--- config.mk ---
export PLATFORM = sky130hd
export DESIGN_NAME = debug_loader
export DESIGN_NICKNAME = d
export VERILOG_FILES = /design/src/rtl/debug_loader.sv
export SDC_FILE = /design/constraint.sdc
export NUM_CORES = 1
export LEC_CHECK = 0
export ABC_AREA = 1
export CAP_MARGIN = 20
export CORE_MARGIN = 2
export CORE_UTILIZATION = 40
export DETAILED_ROUTE_END_ITERATION = 10
export GPL_ROUTABILITY_DRIVEN = 0
export SLEW_MARGIN = 40
export SYNTH_ARGS = -nofsm -noshare
export SYNTH_HDL_FRONTEND = slang
export SYNTH_SLANG_ARGS = --single-unit
export TNS_END_PERCENT = 100
--- constraint.sdc ---
create_clock -name clk -period 1.7 [get_ports clk]
set_input_delay 0.17 -clock clk [delete_from_list [all_inputs] [get_ports clk]]
set_output_delay 0.17 -clock clk [all_outputs]
set_load 0.02 [all_outputs]
--- src/rtl/debug_loader.sv ---
// Host debug loader: UART-driven program load, run/step/halt control and ACK/NAK replies.
// Optional cycle counter and 'C' query are built only when DEBUG_CYCLE_CNT_EN is defined.
module debug_loader #(
   parameter int ADDR_W = 7,
   parameter int DATA_W = 32
) (
   input  logic              clk,
   input  logic              rst,
   input  logic [7:0]        rx_data,
   input  logic              rx_valid,
   input  logic              tx_busy,
   output logic              tx_start,
   output logic [7:0]        tx_data,
   output logic              imem_we,
   output logic [ADDR_W-1:0] imem_addr,
   output logic [DATA_W-1:0] imem_wdata,
   output logic              enable,
   output logic              core_rst_n,
   output logic              busy
);
   // state | meaning
   // IDLE  | waiting for a command byte
   // LEN   | core held in reset, waiting for word count
   // DATA  | core held in reset, assembling and writing words
   // RUN   | pipeline free-running until 'H'
   // STEP  | single enable cycle
   // TX    | sending queued reply byte(s), then draining tx_busy

   localparam int CNT_W = (ADDR_W + 1 > 9) ? ADDR_W + 1 : 9;
   localparam logic [7:0] CMD_LOAD = 8'h4C;
   localparam logic [7:0] CMD_RUN  = 8'h52;
   localparam logic [7:0] CMD_STEP = 8'h53;
   localparam logic [7:0] CMD_HALT = 8'h48;
   localparam logic [7:0] ACK      = 8'h06;
   localparam logic [7:0] NAK      = 8'h15;

   typedef enum logic [2:0] {S_IDLE, S_LEN, S_DATA, S_RUN, S_STEP, S_TX} state_t;

   state_t           state;
   logic [CNT_W-1:0] words_left;
   logic [1:0]       byte_cnt;
   logic [23:0]      shift;
   logic [31:0]      tx_buf;
   logic [2:0]       tx_left;

`ifdef DEBUG_CYCLE_CNT_EN
   localparam logic [7:0] CMD_CNT = 8'h43;
   logic [31:0] cycle_cnt;
   logic        load_entry;

   assign load_entry = (state == S_IDLE) && rx_valid && (rx_data == CMD_LOAD);

   always_ff @(posedge clk or negedge rst) begin
      if (!rst)            cycle_cnt <= '0;
      else if (load_entry) cycle_cnt <= '0;
      else if (enable)     cycle_cnt <= cycle_cnt + 32'd1;
   end
`endif

   always_ff @(posedge clk or negedge rst) begin
      if (!rst) begin
         state      <= S_IDLE;
         tx_start   <= 1'b0;
         tx_data    <= '0;
         imem_we    <= 1'b0;
         imem_addr  <= '0;
         imem_wdata <= '0;
         enable     <= 1'b0;
         core_rst_n <= 1'b0;
         busy       <= 1'b0;
         words_left <= '0;
         byte_cnt   <= '0;
         shift      <= '0;
         tx_buf     <= '0;
         tx_left    <= '0;
      end else begin
         imem_we    <= 1'b0;
         tx_start   <= 1'b0;
         core_rst_n <= 1'b1;
         // address advances the cycle after each write strobe
         if (imem_we) imem_addr <= imem_addr + ADDR_W'(1);
         case (state)
            S_IDLE: begin
               if (rx_valid) begin
                  case (rx_data)
                     CMD_LOAD: begin
                        state      <= S_LEN;
                        core_rst_n <= 1'b0;
                        busy       <= 1'b1;
                        imem_addr  <= '0;
                        byte_cnt   <= '0;
                     end
                     CMD_RUN: begin
                        state  <= S_RUN;
                        enable <= 1'b1;
                     end
                     CMD_STEP: begin
                        state  <= S_STEP;
                        enable <= 1'b1;
                        busy   <= 1'b1;
                     end
`ifdef DEBUG_CYCLE_CNT_EN
                     CMD_CNT: begin
                        state   <= S_TX;
                        tx_buf  <= cycle_cnt;
                        tx_left <= 3'd4;
                        busy    <= 1'b1;
                     end
`endif
                     default: begin
                        state   <= S_TX;
                        tx_buf  <= {NAK, 24'h0};
                        tx_left <= 3'd1;
                        busy    <= 1'b1;
                     end
                  endcase
               end
            end
            S_LEN: begin
               core_rst_n <= 1'b0;
               if (rx_valid) begin
                  words_left <= (rx_data == 8'h00) ? (CNT_W'(1) << ADDR_W) : CNT_W'(rx_data);
                  state      <= S_DATA;
               end
            end
            S_DATA: begin
               core_rst_n <= 1'b0;
               if (rx_valid) begin
                  shift    <= {shift[15:0], rx_data};
                  byte_cnt <= byte_cnt + 2'd1;
                  if (byte_cnt == 2'd3) begin
                     imem_we    <= 1'b1;
                     imem_wdata <= {shift, rx_data};
                     words_left <= words_left - CNT_W'(1);
                     if (words_left == CNT_W'(1)) begin
                        state      <= S_TX;
                        core_rst_n <= 1'b1;
                        tx_buf     <= {ACK, 24'h0};
                        tx_left    <= 3'd1;
                     end
                  end
               end
            end
            S_RUN: begin
               if (rx_valid && rx_data == CMD_HALT) begin
                  enable  <= 1'b0;
                  state   <= S_TX;
                  tx_buf  <= {ACK, 24'h0};
                  tx_left <= 3'd1;
                  busy    <= 1'b1;
               end
            end
            S_STEP: begin
               enable  <= 1'b0;
               state   <= S_TX;
               tx_buf  <= {ACK, 24'h0};
               tx_left <= 3'd1;
            end
            S_TX: begin
               // tx_busy lags tx_start by a cycle, so the cycle after a start is skipped
               if (!tx_busy && !tx_start) begin
                  if (tx_left != 3'd0) begin
                     tx_start <= 1'b1;
                     tx_data  <= tx_buf[31:24];
                     tx_buf   <= {tx_buf[23:0], 8'h00};
                     tx_left  <= tx_left - 3'd1;
                  end else begin
                     state <= S_IDLE;
                     busy  <= 1'b0;
                  end
               end
            end
            default: state <= S_IDLE;
         endcase
      end
   end
endmodule

==> results of run 1 <==
## state kept, by name (all words and copies together), names as in the netlist, 2 cells and up
signal / count
imem_wdata: 32
shift: 24
words_left: 9
imem_addr: 7
state: 3
tx_buf: 3
tx_data: 3
tx_left: 3
byte_cnt: 2
## cell type report
class                   count  share of cell area
well taps                 136             0.03193
repair buffers             86              0.1536
clock buffers               9             0.02324
flip-flops and latches     91              0.4278
inverters                  61             0.04297
clock inverters             6             0.01221
multi-input cells         339              0.3083
## worst max-delay path, stage by stage, from the launching register on
cell     delay, ns
dfrtp_1       0.37
inv_1         0.05
ha_2          0.19
ha_4          0.16
inv_2         0.05
nand2_1       0.04
nand2_1       0.06
nand2_1       0.06
nor2_2        0.12
nand2_1       0.06
nor2_1        0.12
nand3_2       0.13
nand2_1       0.11
nand2_1       0.05
## metrics by stage
stage | power (mW) | worst slack [ns] | instances
4_1_cts | 8.316 | 0.0003233 | 725
3_5_place_dp | 6.813 | -0.07264 | 708
3_3_place_gp | 6.722 | -0.03205 | 708
5_1_grt | 9.096 | -0.08123 | 728
2_1_floorplan | 5.606 | 0.1817 | 510
6_report | 8.389 | 0.02804 | 728
## path summary, 6_finish.rpt
check	slack, ns	to	from	depth (start not counted)
max in group asynchronous	0.91	imem_addr[5]	rst	3
min	0.22	imem_wdata[8]	rst	2
min reg2reg	0.47	imem_wdata[30]	imem_wdata[30]	2
max reg2reg	0.03	tx_buf[26]	tx_left[1]	13
min in group clk	0.45	imem_wdata[6]	rx_data[6]	3
max	0.03	tx_buf[26]	tx_left[1]	13
## logic make-up after synthesis
kind of cell | after synthesis
adders and majority gates | 6
xor gates and xnor gates | 2
other | 1
and+or+nand+nor | 240
DFF | 91
buffers and inverters | 80
AOI/OAI and AO/OA | 84
muxes | 3
## layer usage
| metal | part of all wire | vias to the layer above |
|---|---|---|
| li1 | - | 1766 |
| met1 | 0.51 | 1634 |
| met2 | 0.44 | 62 |
| met3 | 0.040 | 9 |
| met4 | 0.015 | 0 |
| met5 | 0 | - |
## what timing repair did
| action | 4_1_cts | 5_1_grt |
|---|---|---|
| endpoints found under the hold margin | 18 | 0 |
| pin swaps | 0 | 8 |
| buffers inserted | 1 | 3 |
| setup endpoints to repair | 6 | 11 |
| gates resized for setup | 0 | 13 |
| hold buffers | 1 | 0 |
## power breakdown
group	switching [mW]	internal (mW)	total [mW]
Sequential	0.465	2.94	3.40
Clock	0.772	0.674	1.45
Combinational	2.10	1.44	3.54
Total	3.33	5.06	8.39
## cell usage in the layout, fill, tap and decap left out, types with 2 or more instances in the layout
master and n:
clkdlybuf4s50_1 58, nand3_1 25, nand4_1 3, nand2_1 153, conb_1 4, nand2_2 2
nor2_1 34, dfrtp_1 89, ha_1 4, nand3_2 3, dfrtp_2 2, buf_4 25
mux2_1 3, buf_12 2, o21ai_0 30, inv_2 14, o21ai_1 39, inv_1 47
nor2_4 3, nor3b_1 3, nor2_2 5, clkinv_2 2, clkbuf_8 9, a21oi_1 7
nor3_1 6, o22ai_1 2
==> metrics.txt, run 1 <==
status=finished, final reports clean; Post-synth ARST share=1.000; final instance area=5329 um2; Reg area=2280 um2; Buffers on Ports=59; H-tree Lvls=3; mapped cell area=4208 um2; FF+latch count, synth=91; sequential area share after synthesis=0.5412; Root Buffer Master=clkbuf_8; CP arrival=1.93 ns; grt met1 use=0.2607; Achievable Freq=0.5981 GHz; area share of fa/ha/maj cells after synthesis=0.01784; Max Clock Skew=approximately 0.010 ns; drt wl/cell=12.69 um; Rows=37; busiest grt layer=met1; die width=106.6 um; main combinational cell family by area after synthesis=simple AND/OR/NAND/NOR gates; Max VDD drop=808.7 uV; # nets final=606; Hold Crit Class=input pin to asynchronous set/reset pin; peak fanout along the critical path=6; CTS Buf Count=9; worst hold slack=~0.22 ns; Worst setup EP type=flop; layout cells sized above 1=0.1301; area grow syn2layout=26.64%; DIE AREA=11360 um2; total gr overflow=0; leakage=between 2 and 3 nW; ys flop type=dfrtp_1; Critical Path RT=roughly 2.0 ns; synth top area cells=dfrtp_1 (54%), nand2_1 (14%), o21ai_1 (4.6%); area taken by multi-input logic gates=1643 um2; post-synthesis mux area share=0.008029; starting density of the core=0.4094; Synth area leader=dfrtp_1; CTS max path bufs=2; first-pass GRT wire length=15950 um; Max Cap Viol=0; Final min period=approximately 1.7 ns; post-synthesis xor/xnor area fraction=0.004163; Synth top area share=0.5412; Synth Area in Simple Gates=0.2435; RSZ-0062 raised after global routing=yes; PD cells=approximately 1600 nW/um2; io pins=64; fin crit share=0.9835; Skew-Pair Late Insertion Delay=about 0.36 ns; fin util=0.5185; Residual DRC=0; final hold vios=0; die height=~110 um; Core Region=10280 um2; CP Launch Type=flop; Synth Area in Compound Gates=0.1044; GR Util All Layers=0.1763; WL final=9239 um; initial DRC count=slightly below 200; Fill cells=slightly above 1000; CTS tree=yes; Setup TNS Final=0 ns; Post-synth EDFFs=0; # diodes=0; Yosys warnings=0; Routed Antenna Nets=0; syn avg cell area=8.299 um2; met2 Usage GRT=0.2584; met3 usage=0.03311; total vias in the final route=~3500; HPWL Detailed=6747 um; top-count cell post-synth=nand2_1; synth unique cells=36; final slew viol count=0; dpl cell area=5060 um2; pin count of the biggest net entering global routing=56; cells after synthesis=507; Final setup viols=0; clock sinks=91; Pre-Repair DR Iteration Count=4; Worst-path clk slew=approximately 0.090 ns; number of vias per cell=roughly 4.8; vias in the first global route=~3300; initial antenna violation count=0; commonest cells in the netlist=nand2_1 (154), dfrtp_1 (91), inv_1 (49), o21ai_1 (39), nor2_1 (35); Critical Setup Path Class=flop to flop
(Power assumes the default switching activity.)
==> inputs of run 2 (changes only) <==
- ABC_AREA: 1 -> default
- CELL_PAD_IN_SITES_DETAIL_PLACEMENT: default -> 1
- CELL_PAD_IN_SITES_GLOBAL_PLACEMENT: default -> 2
- CORE_UTILIZATION: 40 -> 34
- PLACE_DENSITY_LB_ADDON: default -> 0.1
==> run 2 against run 1 <==
Effect of this change: the run now ends with negative setup slack left; final cell count shrank 6.7%; power is 5.3% higher; sequential share of layout area down 5.3 points; synthesized cell count down 21%; combinational power increased by 6.5%; maximum frequency is 13% lower; flip-flop and latch count did not move; largest cell class unchanged; largest power group unchanged.
==> metrics.txt, run 2 <==
Routed Antenna Nets=0 (unchanged); CP arrival=2.14 ns (+0.21 ns); CTS Buf Count=9 (unchanged); Met2 Wirelength=5505 um (+35%); wl on met1=5154 um (+10%); RSZ-0062 raised after global routing=yes; Rows=40 (+8.1%); Critical Path RT=1.93 ns (-0.02 ns); synth top area cells=dfrtp_1 (55%), mux2_2 (10%), nand2_1 (8.9%); met3 wire length=293 um (-20%); io pins=64 (unchanged); most common cell after layout, fill and taps aside=nand2_1; total vias in the final route=3353 (-3.4%); total gr overflow=0 (unchanged); Fill cells=1285 (+27%); sequential area share after synthesis=0.5517 (+0.01050); GR Util All Layers=0.1824 (+0.006160); # nets final=545 (-10%); commonest non-fill, non-tap cells in the layout=nand2_1 (94), dfrtp_1 (90), buf_4 (63), clkdlybuf4s50_1 (54), mux2_2 (32); commonest cells in the netlist=nand2_1 (98), dfrtp_1 (91), mux2_2 (37), nor2_1 (25), o21ai_0 (17); Post-synth ARST share=1.000 (unchanged); final instance area=6073 um2 (+14%); cells after synthesis=399 (-21%); failing checks=negative setup slack; H-tree Lvls=3 (unchanged); fin util=0.5099 (-0.008631); die height=114.2 um (+7.2%); Achievable Freq=0.5229 GHz (-13%); die width=114.2 um (+7.2%); first-pass GRT wire length=18360 um (+15%); Post-synth EDFFs=0 (unchanged); Synth area leader=dfrtp_1; clock sinks=91 (unchanged); Largest register FFs=32 (unchanged); starting density of the core=0.3465 (-0.06289); PD cells=1455 nW/um2 (-7.6%); layout cells sized above 1=0.3233 (+0.1932); Final setup viols=11 (+11); Worst-path clk slew=0.07 ns (-0.02 ns); Root Buffer Master=clkbuf_16; Max Clock Skew=0.007043 ns (-0.003084 ns); leakage=2.858 nW (+9.6%); top-count cell post-synth=nand2_1; syn avg cell area=10.35 um2 (+25%); Skew-Pair Late Insertion Delay=0.35 ns (about the same); Max VDD drop=691.8 uV (-14%); CTS tree=yes; HPWL Detailed=7755 um (+15%); pre-CTS setup slack=-0.6936 ns (-0.6210 ns); Core Region=11910 um2 (+16%); Top Registers=imem_wdata: 32 flops, shift: 24 flops, words_left: 9 flops; area grow syn2layout=47.14%; Worst setup EP type=flop; setup ws final=-0.2123 ns (-0.2403 ns); Yosys warnings=0 (unchanged); CP Launch Type=flop; initial antenna violation count=0 (unchanged); pin count of the biggest net entering global routing=35 (-38%); number of vias per cell=4.938 (+3.6%); Power Total=8.837 mW (+5.3%); initial DRC count=97 (-50%); final slew viol count=0 (unchanged); Pre-Repair DR Iteration Count=4 (unchanged); DIE AREA=13040 um2 (+15%); mapped cell area=4128 um2 (-1.9%); max layer used=met4; WL final=11170 um (+21%); Buffers on Ports=59 (unchanged); Hold Crit Class=input pin to asynchronous set/reset pin; Final min period=1.912 ns (+0.2403 ns); CTS max path bufs=2 (unchanged); FF+latch count, synth=91 (unchanged); status=finished with violations; Max Cap Viol=0 (unchanged); dpl cell area=5410 um2 (+6.9%); peak fanout along the critical path=4 (-2); Largest Register=imem_wdata; # diodes=0 (unchanged); Residual DRC=0 (unchanged); vias in the first global route=3615 (+9.3%); final hold vios=0 (unchanged); ys flop type=dfrtp_1; Synth top area share=0.5517 (+0.01050); Critical Setup Path Class=flop to flop; synth unique cells=48 (+33%); fin crit share=1.125 (+0.1414); drt wl/cell=16.45 um (+30%)
run 2: repair_timing:
action                                  in CTS  in global routing
hold buffers                                 1                  0
gates cloned                                 1                  1
hold endpoints to repair                    27                  0
resized for setup                           43                 22
endpoints found under the setup margin      57                 61
pin swaps                                   11                  6
buffers inserted                             6                  3
run 2: final timing paths:
| check | depth (start not counted) | slack [ns] | startpoint | to |
|---|---|---|---|---|
| max | 7 | -0.21 | tx_left[1] | tx_left[0] |
| min | 2 | 0.31 | rst | imem_wdata[26] |
| max reg2reg | 7 | -0.21 | tx_left[1] | tx_left[0] |
| min reg2reg | 2 | 0.47 | shift[17] | shift[17] |
| max in group asynchronous | 3 | 0.84 | rst | state[2] |
| min in group clk | 3 | 0.35 | rx_data[4] | shift[4] |
run 2: area by class of cell:
cell class                      instances  area [um2]  share of cell area
Clock buffer                           13       260.3             0.04285
Multi-Input combinational cell        277        1973              0.3249
Inverter                                9       36.28            0.005974
Timing Repair Buffer                  139        1319              0.2171
Clock inverter                          3       22.52            0.003708
Tap cell                              147       183.9             0.03028
Sequential cell                        91        2278              0.3752
run 2: power by group:
group          switching, mW  internal (mW)
registers              0.414           2.73
clock network          0.845           1.08
logic                   1.81           1.96
total                   3.07           5.77
run 2: kinds of logic (layout without fill, tap and decap cells):
family / after synthesis / count (layout) / synth area share
compound gates: 56 / 56 / 0.08700
xor+xnor: 8 / 8 / 0.01698
fa+ha+maj: 6 / 6 / 0.01819
buf+inv: 34 / 164 / 0.03880
flops: 91 / 91 / 0.5517
mux: 38 / 38 / 0.1034
other cells: 1 / 4 / 0.0009085
simple gates: 165 / 165 / 0.1831
run 2: critical path, cell delays in order (launching register included):
cell     delay (ns)
dfrtp_1        0.35
inv_1          0.05
ha_2           0.19
ha_4           0.17
buf_4          0.13
buf_6          0.10
or4_4          0.52
mux2_4         0.28
run 2: stage by stage:
step / hold slack, ns / instances / TNS [ns]
after global placement: 0.1414 / 653 / -10.70
final: 0.3112 / 679 / -1.700
after CTS: 0.3149 / 676 / -2.077
after global routing: 0.3480 / 679 / -2.560
after floorplan: -0.1256 / 402 / -1.151
after detailed placement: 0.1413 / 653 / -11.77
run 2: routing by layer:
layer  vias to the layer above  GRT usage
li1                       1610          -
met1                      1681     0.2357
met5                         -          0
met2                        47     0.3016
met3                        15    0.03759
met4                         0    0.07154
